==> src/rtl/ysyx_exu_trap_ctrl_pkg.sv <==
// Shared constants for the EXU trap sequencer: CSR addresses, mstatus bit
// positions, trap kind encodings, mcause values and FSM state encoding.
package ysyx_exu_trap_ctrl_pkg;

  localparam int XLEN   = 32;
  localparam int CSR_AW = 12;

  localparam logic [CSR_AW-1:0] CSR_MSTATUS = 12'h300;
  localparam logic [CSR_AW-1:0] CSR_MEPC    = 12'h341;
  localparam logic [CSR_AW-1:0] CSR_MCAUSE  = 12'h342;

  localparam int MSTATUS_MIE  = 3;
  localparam int MSTATUS_MPIE = 7;

  localparam logic [XLEN-1:0] CAUSE_ECALL = 32'd11;
  localparam logic [XLEN-1:0] CAUSE_EBRK  = 32'd3;
  localparam logic [XLEN-1:0] CAUSE_ILL   = 32'd2;

  typedef enum logic [1:0] {
    TRAP_KIND_ECALL   = 2'd0,
    TRAP_KIND_EBREAK  = 2'd1,
    TRAP_KIND_ILLEGAL = 2'd2,
    TRAP_KIND_MRET    = 2'd3
  } trap_kind_e;

  typedef enum logic [1:0] {
    ST_IDLE  = 2'd0,
    ST_CSRWR = 2'd1,
    ST_REDIR = 2'd2
  } state_e;

endpackage

==> src/rtl/ysyx_exu_trap_ctrl_if.sv <==
// Bundles the EXU trap handshake, CSR write port and IFU redirect port.
// slave is the trap controller; master is the surrounding pipeline/CSR side.
interface ysyx_exu_trap_ctrl_if;
  import ysyx_exu_trap_ctrl_pkg::*;

  logic              trap_valid_i;
  logic              trap_ready_o;
  logic [1:0]        trap_kind_i;
  logic [XLEN-1:0]   trap_pc_i;
  logic [XLEN-1:0]   csr_mtvec_i;
  logic [XLEN-1:0]   csr_mepc_i;
  logic [XLEN-1:0]   csr_mstatus_i;
  logic              csr_valid_o;
  logic              csr_wen_o;
  logic [CSR_AW-1:0] csr_waddr_o;
  logic [XLEN-1:0]   csr_wdata_o;
  logic [CSR_AW-1:0] csr_waddr1_o;
  logic [XLEN-1:0]   csr_wdata1_o;
  logic              csr_ecallen_o;
  logic              redir_valid_o;
  logic              redir_ready_i;
  logic [XLEN-1:0]   redir_pc_o;
  logic              flush_o;

  modport slave (
    input  trap_valid_i, trap_kind_i, trap_pc_i,
    input  csr_mtvec_i, csr_mepc_i, csr_mstatus_i, redir_ready_i,
    output trap_ready_o, csr_valid_o, csr_wen_o, csr_waddr_o, csr_wdata_o,
    output csr_waddr1_o, csr_wdata1_o, csr_ecallen_o,
    output redir_valid_o, redir_pc_o, flush_o
  );

  modport master (
    output trap_valid_i, trap_kind_i, trap_pc_i,
    output csr_mtvec_i, csr_mepc_i, csr_mstatus_i, redir_ready_i,
    input  trap_ready_o, csr_valid_o, csr_wen_o, csr_waddr_o, csr_wdata_o,
    input  csr_waddr1_o, csr_wdata1_o, csr_ecallen_o,
    input  redir_valid_o, redir_pc_o, flush_o
  );
endinterface

==> src/rtl/ysyx_exu_trap_ctrl.sv <==
// Trap sequencer: accepts ECALL/EBREAK/ILLEGAL/MRET events, issues one CSR
// write strobe, then holds a PC redirect to the IFU until it is taken.
module ysyx_exu_trap_ctrl
  import ysyx_exu_trap_ctrl_pkg::*;
(
  input  logic clk,
  input  logic rst,
  ysyx_exu_trap_ctrl_if.slave bus
);

  state_e            state_reg, state_next;
  trap_kind_e        kind_reg, kind_next;
  logic [XLEN-1:0]   pc_reg, pc_next;
  logic              csr_valid_reg, csr_valid_next;
  logic              csr_ecallen_reg, csr_ecallen_next;
  logic [CSR_AW-1:0] csr_waddr_reg, csr_waddr_next;
  logic [XLEN-1:0]   csr_wdata_reg, csr_wdata_next;
  logic [CSR_AW-1:0] csr_waddr1_reg, csr_waddr1_next;
  logic [XLEN-1:0]   csr_wdata1_reg, csr_wdata1_next;
  logic              redir_valid_reg, redir_valid_next;
  logic [XLEN-1:0]   redir_pc_reg, redir_pc_next;
  logic              flush_reg, flush_next;
  logic [XLEN-1:0]   mret_status;

  // Low address bits are forced to zero, so they never influence the outputs.
  logic unused_bits;
  assign unused_bits = ^{bus.csr_mtvec_i[1:0]};

  function automatic logic [XLEN-1:0] cause_of(input trap_kind_e kind);
    case (kind)
      TRAP_KIND_ECALL:  return CAUSE_ECALL;
      TRAP_KIND_EBREAK: return CAUSE_EBRK;
      default:          return CAUSE_ILL;
    endcase
  endfunction

  always_comb begin
    mret_status               = bus.csr_mstatus_i;
    mret_status[MSTATUS_MIE]  = bus.csr_mstatus_i[MSTATUS_MPIE];
    mret_status[MSTATUS_MPIE] = 1'b1;
  end

  always_comb begin
    state_next       = state_reg;
    kind_next        = kind_reg;
    pc_next          = pc_reg;
    csr_valid_next   = 1'b0;
    csr_ecallen_next = 1'b0;
    csr_waddr_next   = csr_waddr_reg;
    csr_wdata_next   = csr_wdata_reg;
    csr_waddr1_next  = csr_waddr1_reg;
    csr_wdata1_next  = csr_wdata1_reg;
    redir_valid_next = redir_valid_reg;
    redir_pc_next    = redir_pc_reg;
    flush_next       = flush_reg;
    case (state_reg)
      ST_IDLE: begin
        if (bus.trap_valid_i) begin
          kind_next  = trap_kind_e'(bus.trap_kind_i);
          pc_next    = {bus.trap_pc_i[XLEN-1:2], 2'b00};
          flush_next = 1'b1;
          state_next = ST_CSRWR;
        end
      end
      ST_CSRWR: begin
        // CSR values are sampled here rather than at accept, so an older
        // in-flight CSR update is already visible.
        csr_valid_next = 1'b1;
        if (kind_reg == TRAP_KIND_MRET) begin
          csr_waddr_next  = CSR_MSTATUS;
          csr_wdata_next  = mret_status;
          csr_waddr1_next = CSR_MSTATUS;
          csr_wdata1_next = mret_status;
          redir_pc_next   = bus.csr_mepc_i;
        end else begin
          csr_waddr_next   = CSR_MEPC;
          csr_wdata_next   = pc_reg;
          csr_waddr1_next  = CSR_MCAUSE;
          csr_wdata1_next  = cause_of(kind_reg);
          csr_ecallen_next = 1'b1;
          redir_pc_next    = {bus.csr_mtvec_i[XLEN-1:2], 2'b00};
        end
        state_next = ST_REDIR;
      end
      ST_REDIR: begin
        if (!redir_valid_reg) begin
          redir_valid_next = 1'b1;
        end else if (bus.redir_ready_i) begin
          redir_valid_next = 1'b0;
          flush_next       = 1'b0;
          state_next       = ST_IDLE;
        end
      end
      default: state_next = ST_IDLE;
    endcase
  end

  always_ff @(posedge clk) begin
    if (rst) begin
      state_reg       <= ST_IDLE;
      kind_reg        <= TRAP_KIND_ECALL;
      pc_reg          <= '0;
      csr_valid_reg   <= 1'b0;
      csr_ecallen_reg <= 1'b0;
      csr_waddr_reg   <= '0;
      csr_wdata_reg   <= '0;
      csr_waddr1_reg  <= '0;
      csr_wdata1_reg  <= '0;
      redir_valid_reg <= 1'b0;
      redir_pc_reg    <= '0;
      flush_reg       <= 1'b0;
    end else begin
      state_reg       <= state_next;
      kind_reg        <= kind_next;
      pc_reg          <= pc_next;
      csr_valid_reg   <= csr_valid_next;
      csr_ecallen_reg <= csr_ecallen_next;
      csr_waddr_reg   <= csr_waddr_next;
      csr_wdata_reg   <= csr_wdata_next;
      csr_waddr1_reg  <= csr_waddr1_next;
      csr_wdata1_reg  <= csr_wdata1_next;
      redir_valid_reg <= redir_valid_next;
      redir_pc_reg    <= redir_pc_next;
      flush_reg       <= flush_next;
    end
  end

  assign bus.trap_ready_o  = (state_reg == ST_IDLE);
  assign bus.csr_valid_o   = csr_valid_reg;
  assign bus.csr_wen_o     = csr_valid_reg;
  assign bus.csr_waddr_o   = csr_waddr_reg;
  assign bus.csr_wdata_o   = csr_wdata_reg;
  assign bus.csr_waddr1_o  = csr_waddr1_reg;
  assign bus.csr_wdata1_o  = csr_wdata1_reg;
  assign bus.csr_ecallen_o = csr_ecallen_reg;
  assign bus.redir_valid_o = redir_valid_reg;
  assign bus.redir_pc_o    = redir_pc_reg;
  assign bus.flush_o       = flush_reg;

endmodule
==> src/flat_wrapper.sv <==
// flat-port wrapper written by rule: the top's interface ports become plain ports
module ysyx_exu_trap_ctrl_flat import ysyx_exu_trap_ctrl_pkg::*;
  (clk, rst, bus_trap_valid_i, bus_trap_kind_i, bus_trap_pc_i, bus_csr_mtvec_i, bus_csr_mepc_i, bus_csr_mstatus_i, bus_redir_ready_i, bus_trap_ready_o, bus_csr_valid_o, bus_csr_wen_o, bus_csr_waddr_o, bus_csr_wdata_o, bus_csr_waddr1_o, bus_csr_wdata1_o, bus_csr_ecallen_o, bus_redir_valid_o, bus_redir_pc_o, bus_flush_o);
  ysyx_exu_trap_ctrl_if bus_i ();
  input  logic clk;
  input  logic rst;
  input wire logic [$bits(bus_i.trap_valid_i)-1:0] bus_trap_valid_i;
  input wire logic [$bits(bus_i.trap_kind_i)-1:0] bus_trap_kind_i;
  input wire logic [$bits(bus_i.trap_pc_i)-1:0] bus_trap_pc_i;
  input wire logic [$bits(bus_i.csr_mtvec_i)-1:0] bus_csr_mtvec_i;
  input wire logic [$bits(bus_i.csr_mepc_i)-1:0] bus_csr_mepc_i;
  input wire logic [$bits(bus_i.csr_mstatus_i)-1:0] bus_csr_mstatus_i;
  input wire logic [$bits(bus_i.redir_ready_i)-1:0] bus_redir_ready_i;
  output wire logic [$bits(bus_i.trap_ready_o)-1:0] bus_trap_ready_o;
  output wire logic [$bits(bus_i.csr_valid_o)-1:0] bus_csr_valid_o;
  output wire logic [$bits(bus_i.csr_wen_o)-1:0] bus_csr_wen_o;
  output wire logic [$bits(bus_i.csr_waddr_o)-1:0] bus_csr_waddr_o;
  output wire logic [$bits(bus_i.csr_wdata_o)-1:0] bus_csr_wdata_o;
  output wire logic [$bits(bus_i.csr_waddr1_o)-1:0] bus_csr_waddr1_o;
  output wire logic [$bits(bus_i.csr_wdata1_o)-1:0] bus_csr_wdata1_o;
  output wire logic [$bits(bus_i.csr_ecallen_o)-1:0] bus_csr_ecallen_o;
  output wire logic [$bits(bus_i.redir_valid_o)-1:0] bus_redir_valid_o;
  output wire logic [$bits(bus_i.redir_pc_o)-1:0] bus_redir_pc_o;
  output wire logic [$bits(bus_i.flush_o)-1:0] bus_flush_o;
  assign bus_i.trap_valid_i = bus_trap_valid_i;
  assign bus_i.trap_kind_i = bus_trap_kind_i;
  assign bus_i.trap_pc_i = bus_trap_pc_i;
  assign bus_i.csr_mtvec_i = bus_csr_mtvec_i;
  assign bus_i.csr_mepc_i = bus_csr_mepc_i;
  assign bus_i.csr_mstatus_i = bus_csr_mstatus_i;
  assign bus_i.redir_ready_i = bus_redir_ready_i;
  assign bus_trap_ready_o = bus_i.trap_ready_o;
  assign bus_csr_valid_o = bus_i.csr_valid_o;
  assign bus_csr_wen_o = bus_i.csr_wen_o;
  assign bus_csr_waddr_o = bus_i.csr_waddr_o;
  assign bus_csr_wdata_o = bus_i.csr_wdata_o;
  assign bus_csr_waddr1_o = bus_i.csr_waddr1_o;
  assign bus_csr_wdata1_o = bus_i.csr_wdata1_o;
  assign bus_csr_ecallen_o = bus_i.csr_ecallen_o;
  assign bus_redir_valid_o = bus_i.redir_valid_o;
  assign bus_redir_pc_o = bus_i.redir_pc_o;
  assign bus_flush_o = bus_i.flush_o;
  ysyx_exu_trap_ctrl u_core (.clk(clk), .rst(rst), .bus(bus_i));
endmodule
==> config.mk <==
export PLATFORM = sky130hd
export DESIGN_NAME = ysyx_exu_trap_ctrl_flat
export DESIGN_NICKNAME = d
export VERILOG_FILES = /design/src/rtl/ysyx_exu_trap_ctrl_pkg.sv /design/src/rtl/ysyx_exu_trap_ctrl_if.sv /design/src/rtl/ysyx_exu_trap_ctrl.sv /design/src/flat_wrapper.sv
export SDC_FILE = /design/constraint.sdc
export NUM_CORES = 1
export LEC_CHECK = 0
export ABC_AREA = 0
export BUFFER_PORTS_ARGS = -buffer_cell sky130_fd_sc_hd__buf_2
export CAP_MARGIN = 10
export CORE_UTILIZATION = 45
export DETAILED_ROUTE_END_ITERATION = 8
export PLACE_DENSITY = 0.76
export SLEW_MARGIN = 10
export SYNTH_ARGS = -nofsm -noshare
export SYNTH_HDL_FRONTEND = slang
export SYNTH_SLANG_ARGS = --single-unit
==> constraint.sdc <==
create_clock -name clk -period 1.9 [get_ports clk]
set_clock_uncertainty 0.05 [all_clocks]
set_input_delay 0.38 -clock clk [delete_from_list [all_inputs] [get_ports clk]]
set_output_delay 0.38 -clock clk [all_outputs]
set_load 0.01 [all_outputs]
Word level (Yosys, flattened, before mapping)
Index checks and enable logic that the tools add are counted.
{ "totals": {"regBits": 158, "out_inout_bits": 126, "elab_cells": 45} }
{ "classes": {"bitwise_logic": 1, "n_eq_ne": 7, "muxes": 18, "n_reduce_logical": 7} }
{ "op_table": {"columns": ["cell", "n"], "rows": [
  ["32-bit 2-to-1 mux", 3],
  ["7-bit 2-to-1 mux", 2],
  ["4-bit case mux with 2 select lines", 1],
  ["1-bit 2-to-1 mux", 7],
  ["2-bit 2-to-1 mux", 3],
  ["2-bit case mux with 3 select lines", 1],
  ["2-bit by 1-bit == test with 1-bit output, second input constant", 2],
  ["2-bit == test, second input constant", 2],
  ["2-bit logical NOT", 2],
  ["2-bit inequality test, second input constant", 2],
  ["4-bit AND reduction", 1],
  ["3-bit AND reduction", 1],
  ["2-bit by 1-bit inequality test with 1-bit output, second input constant", 1],
  ["1-bit case mux with 2 select lines", 1],
  ["2-bit AND reduction", 1],
  ["2-bit nonzero test", 1],
  ["2-bit OR reduction", 1],
  ["1-bit inverter", 1]
]} }

Depth between registers and ports, before layout
{ "logic_depth": {"word_depth": 3, "ltp_mapped": 6, "ltp_nobuf": 3} }

Worst setup path before layout
OpenSTA, ideal clock, no wires.
{ "synth_path": {"path_type": "input port to flip-flop", "startpoint": "in bus_trap_valid_i", "endpoint": "reg u_core.pc_reg[10]", "t_required_ns": 1.722, "setup_ns": 0.128, "cell_stages": 5, "n_path_buf": 2, "arrival_time_ns": 1.141, "setup_slack_ns": 0.581, "cell_sequence": "nor3b_1 > buf_2 > buf_4 > mux2i_1 > nor2_1"} }
{ "synth_between": {"elab_chain_cells": 1} }
{ "synth_rtl": {"columns": ["item", "line_no", "text"], "rows": [
  ["from (decl)", "flat_wrapper.sv:7", "input wire logic [$bits(bus_i.trap_valid_i)-1:0] bus_trap_valid_i;"],
  ["2-bit AND reduction (no source line)", null, null],
  ["to (signal assigned)", "ysyx_exu_trap_ctrl.sv:115", "pc_reg <= pc_next;"],
  ["to (decl)", "ysyx_exu_trap_ctrl.sv:13", "logic [XLEN-1:0] pc_reg, pc_next;"]
]} }
No other way between the ends.
A chain may end at the register's enable or synchronous reset.

Worst setup path after layout
{ "layout_path": {"startpoint": "reg u_core.state_reg[0]", "endpoint": "reg u_core.redir_pc_reg[14], in the netlist u_core.bus.redir_pc_o[14]"} }
{ "layout_between": {"elab_chain_cells": 1} }
{ "layout_rtl": {"columns": ["item", "line_no", "text"], "rows": [
  ["from (decl)", "ysyx_exu_trap_ctrl.sv:11", "state_e state_reg, state_next;"],
  ["from (signal assigned)", "ysyx_exu_trap_ctrl.sv:113", "state_reg <= state_next;"],
  ["2-bit by 1-bit == test with 1-bit output", null, null],
  ["to (signal assigned)", "ysyx_exu_trap_ctrl.sv:123", "redir_pc_reg <= redir_pc_next;"],
  ["to (decl)", "ysyx_exu_trap_ctrl.sv:21", "logic [XLEN-1:0] redir_pc_reg, redir_pc_next;"]
]} }
No other way between the ends.

==> results.md <==
- The highest fanout seen on the critical path is 68.
- The class of the tightest hold or removal check is in2reg.
- The number of global-route vias before repair is 4,677.
- The total power density per cell area is about 960 nW/um2.
- The source-to-sink clock delay at the later pin of the worst-skew pair is 410 ps.
- The signal on the critical path passes through nor2b_4 > buf_12 > nor2_1 > a311oi_1.
- The first global-routing pass estimated 22,510 um of wire.
- Of the synthesized area, sequential elements account for 0.4796.
- The total routing usage reported by global routing is 0.2218.
- The part of the total power dissipated in combinational logic is 0.134.
- The overflow left after global routing is 0.
- In this run, the number of DRC markers left after iteration 0 of detailed routing was approximately 400.
- Setup repair after global routing left no endpoint under its margin.
- The worst setup path is captured at a flip-flop.
- The share of cells above drive strength 1 is 0.3613.
- The number of vias in the routed layout is 5,149.
- The routability-driven placement congestion ratio is 0.7296.
- The library cell with the largest summed area after synthesis is dfxtp_1.
- The die boundary height is 114.3 um.
- The number of buffers between clock root and the deepest sink is 2.
- Data on the critical path arrives at its endpoint at 1850 ps.
- The slowest stage of the critical path belongs to the cell dfxtp_1.
- The TritonCTS sink count is approximately 140.
- In the final routed layout, each cell accounts on average for 14.10 um.
- The mean number of vias per cell is about 5.0.
- The remaining antenna violation count after routing is 0.
- 0 antenna diodes ended up in the layout.
- Hold timing on the final database bottoms out at a slack of 149.6 ps.
- The internal portion of the total power is 5.319 mW.
- The number of I/O pins is 260.
- Clock-pin slew was measured on the worst setup and hold paths at 50 ps.
- The flow ran to the end, and the final reports show no timing, DRC or antenna violations.
- The number of slew-limit violations in the final report came to 0.
- The number of buffer cells added on primary ports is 238.
- The number of antenna violations at the first check in global routing is 0.
- Setup violations remaining at the end of the flow were counted as 0.
- Yosys attributes the largest share of cell area to dfxtp_1 48%, nand2_1 10%, a311oi_2 7.1%, nor2_1 6.9%, mux2i_1 5.8%.
- The power spent charging and discharging nets is around 1.8 mW.
- During synthesis, Yosys emitted a total of 0 warnings.
- The root buffer cell chosen for the clock tree is clkbuf_16.
- The switching fraction of total power is 0.2519.
- Timing would allow up to between 600 and 700 MHz.
- The most common cell after layout, fill and taps aside is buf_2.
- The die outline width is 114.3 um.
- The final period demand of the worst path is around 1600 ps.
- The netlist uses 24 different library cells.
- The sequential group share of total power is 0.438.
- The CTS tree is yes.
- The cell area after synthesis is 5677 um2.
- The total area of sequential cells is roughly 2700 um2.
- The net count reported at finish is 991.
- The leakage power of the design is 3.273 nW.
- Fill cells in the final layout number 1,102.
- In the global route stage, met3 resource usage came out at 0.08629.
- The aggregate routed wire length is 14,620 um.
- The area of the die is ~13,000 um2.
- The share of power burned in the clock network is 0.428.
- The utilization of the core after routing is 0.6101.
- The area overhead of the layout relative to synthesis is 30.70%.
- The count of instances resized after the clock tree is built is 0.
- Summing all multi-input logic gate instances after layout gives 2521 um2.
- The number of buffers inserted during clock tree synthesis is 17.
- The number of core rows is 40.
- The floorplan step defined a core boundary enclosing 12,160 um2.
- The mean instance size in the synthesized netlist is just under 9 um2.
- The cell family contributing the most delay on the critical path is flip-flops.
- The fraction of met2 tracks used by global routing is 0.3733.
- The total negative slack for setup checks is 0 ps.
- In the layout the commonest cells are 237 x buf_2, 153 x nand2_1, 136 x dfxtp_1, 104 x nor2_1, 36 x a21oi_1.
- Synthesis inferred roughly 140 register bits.
- In this run the number of H-tree levels came out at 4.
- The DRC violation count after routing is 0.
- STA classifies the critical path startpoint as a flip-flop.
- Summed over all nets, the half-perimeter wirelength after detailed placement is 9925 um.
- The number of buffers and inverters on the critical path is 1.
- Entering global routing, the biggest net connects 75 pins.
- The count of final hold-check violations was 0.
- The delay of the slowest critical-path stage is 450 ps.
- met2 is the most crowded layer.
- The tool flagged a number of max-cap violations equal to 0.
- The global routing met1 resource utilization is 0.2513.
- Synthesis produced a netlist whose cell count is 653.
- Post-CTS timing repair inserted 0 buffers for setup.
- STA puts the critical path data required time at 2170 ps.
- In the finished design, the share of the clock period the worst path needs comes to 0.8350.
- The category of the most critical setup path is reg2reg.
- For this configuration, the core starts out at a cell density of 0.4668.
- The number of buffers inserted for hold repair after clock tree synthesis is 0.
- The share of synthesized area in the top cell type comes to 0.4796.
- The number of detailed-route iterations in the first pass is 4.
- The worst vdd rail ir drop is around 670 uV.
[cell families (layout without fill, tap and decap cells)]
group                  count (synthesis)  after routing  synth area share
AND/OR/NAND/NOR                      302            302            0.2114
AO/OA/AOI/OAI                        100            100            0.1605
other                                  1             16         0.0006606
multiplexers                          33             33           0.05819
flip-flops                           136            136            0.4796
buffers and inverters                 81            282           0.08971
[synth_stat cells]
library cell and number:
nor3_1 5, dfxtp_1 136, a311oi_1 32, nand2b_1 1, o21ai_0 1, a211oi_2 2
clkbuf_1 21, nor3b_1 1, a21oi_1 36, conb_1 1, nor2b_1 3, a211oi_1 1
buf_2 20, buf_4 33, buf_6 6, nor2_1 104, a311oi_2 27, nand3_1 32
and2b_1 1, nand2_1 154, buf_8 1, o21bai_1 1, mux2i_1 33, and2_1 1
[power groups by stage]
stage | clock, mW | combinational, mW | sequential [mW]
2_1_floorplan | 0 | 0.575 | 3.22
3_3_place_gp | 0 | 0.945 | 3.17
3_5_place_dp | 0 | 0.958 | 3.17
4_1_cts | 3.11 | 0.963 | 3.11
5_1_grt | 3.24 | 1.05 | 3.13
6_report | 3.04 | 0.954 | 3.11
[stage by stage]
stage | setup WS (ps) | area [um2] | instances | total power, mW
floorplan | 581.0 | 5733 | 668 | 3.793
global placement | 366.4 | 6870 | 1006 | 4.111
detailed placement | 338.2 | 6870 | 1006 | 4.130
CTS | 323.3 | 7420 | 1037 | 7.187
global route | 219.9 | 7420 | 1037 | 7.415
finish | 313.5 | 7420 | 1037 | 7.110
[layout make-up]
cell class | count | area share
sequential | 136 | 0.3669
multi-input combinational | 451 | 0.3398
timing repair buffer | 251 | 0.1909
clock buffer | 22 | 0.06391
tap | 168 | 0.02833
clock inverter | 9 | 0.01012
[worst paths after layout]
path / slack, ps / end / startpoint / depth (start not counted)
max reg2reg: 310 / u_core.bus.redir_pc_o[14]$_SDFFE_PP0P_ / u_core.state_reg[0]$_SDFFE_PP0P_ / 4
min: 150 / u_core.pc_reg[22]$_SDFFE_PP0P_ / bus_trap_pc_i[22] / 3
max: 310 / u_core.bus.redir_pc_o[14]$_SDFFE_PP0P_ / u_core.state_reg[0]$_SDFFE_PP0P_ / 4
min reg2reg: 400 / u_core.bus.csr_wdata1_o[6]$_SDFFE_PP0P_ / u_core.bus.csr_wdata1_o[6]$_SDFFE_PP0P_ / 2
[routing by layer]
metal / wire length, um / vias to the layer above
met5: 0 / -
met4: 270 / 0
met3: 1199 / 22
met2: 7136 / 191
met1: 6017 / 2347
li1: - / 2589
[tightest hold or removal path, stage by stage]
cell and delay (ps):
buf_2 70, mux2i_1 50, nor2_1 70
Power figures use the tool's default switching activity.
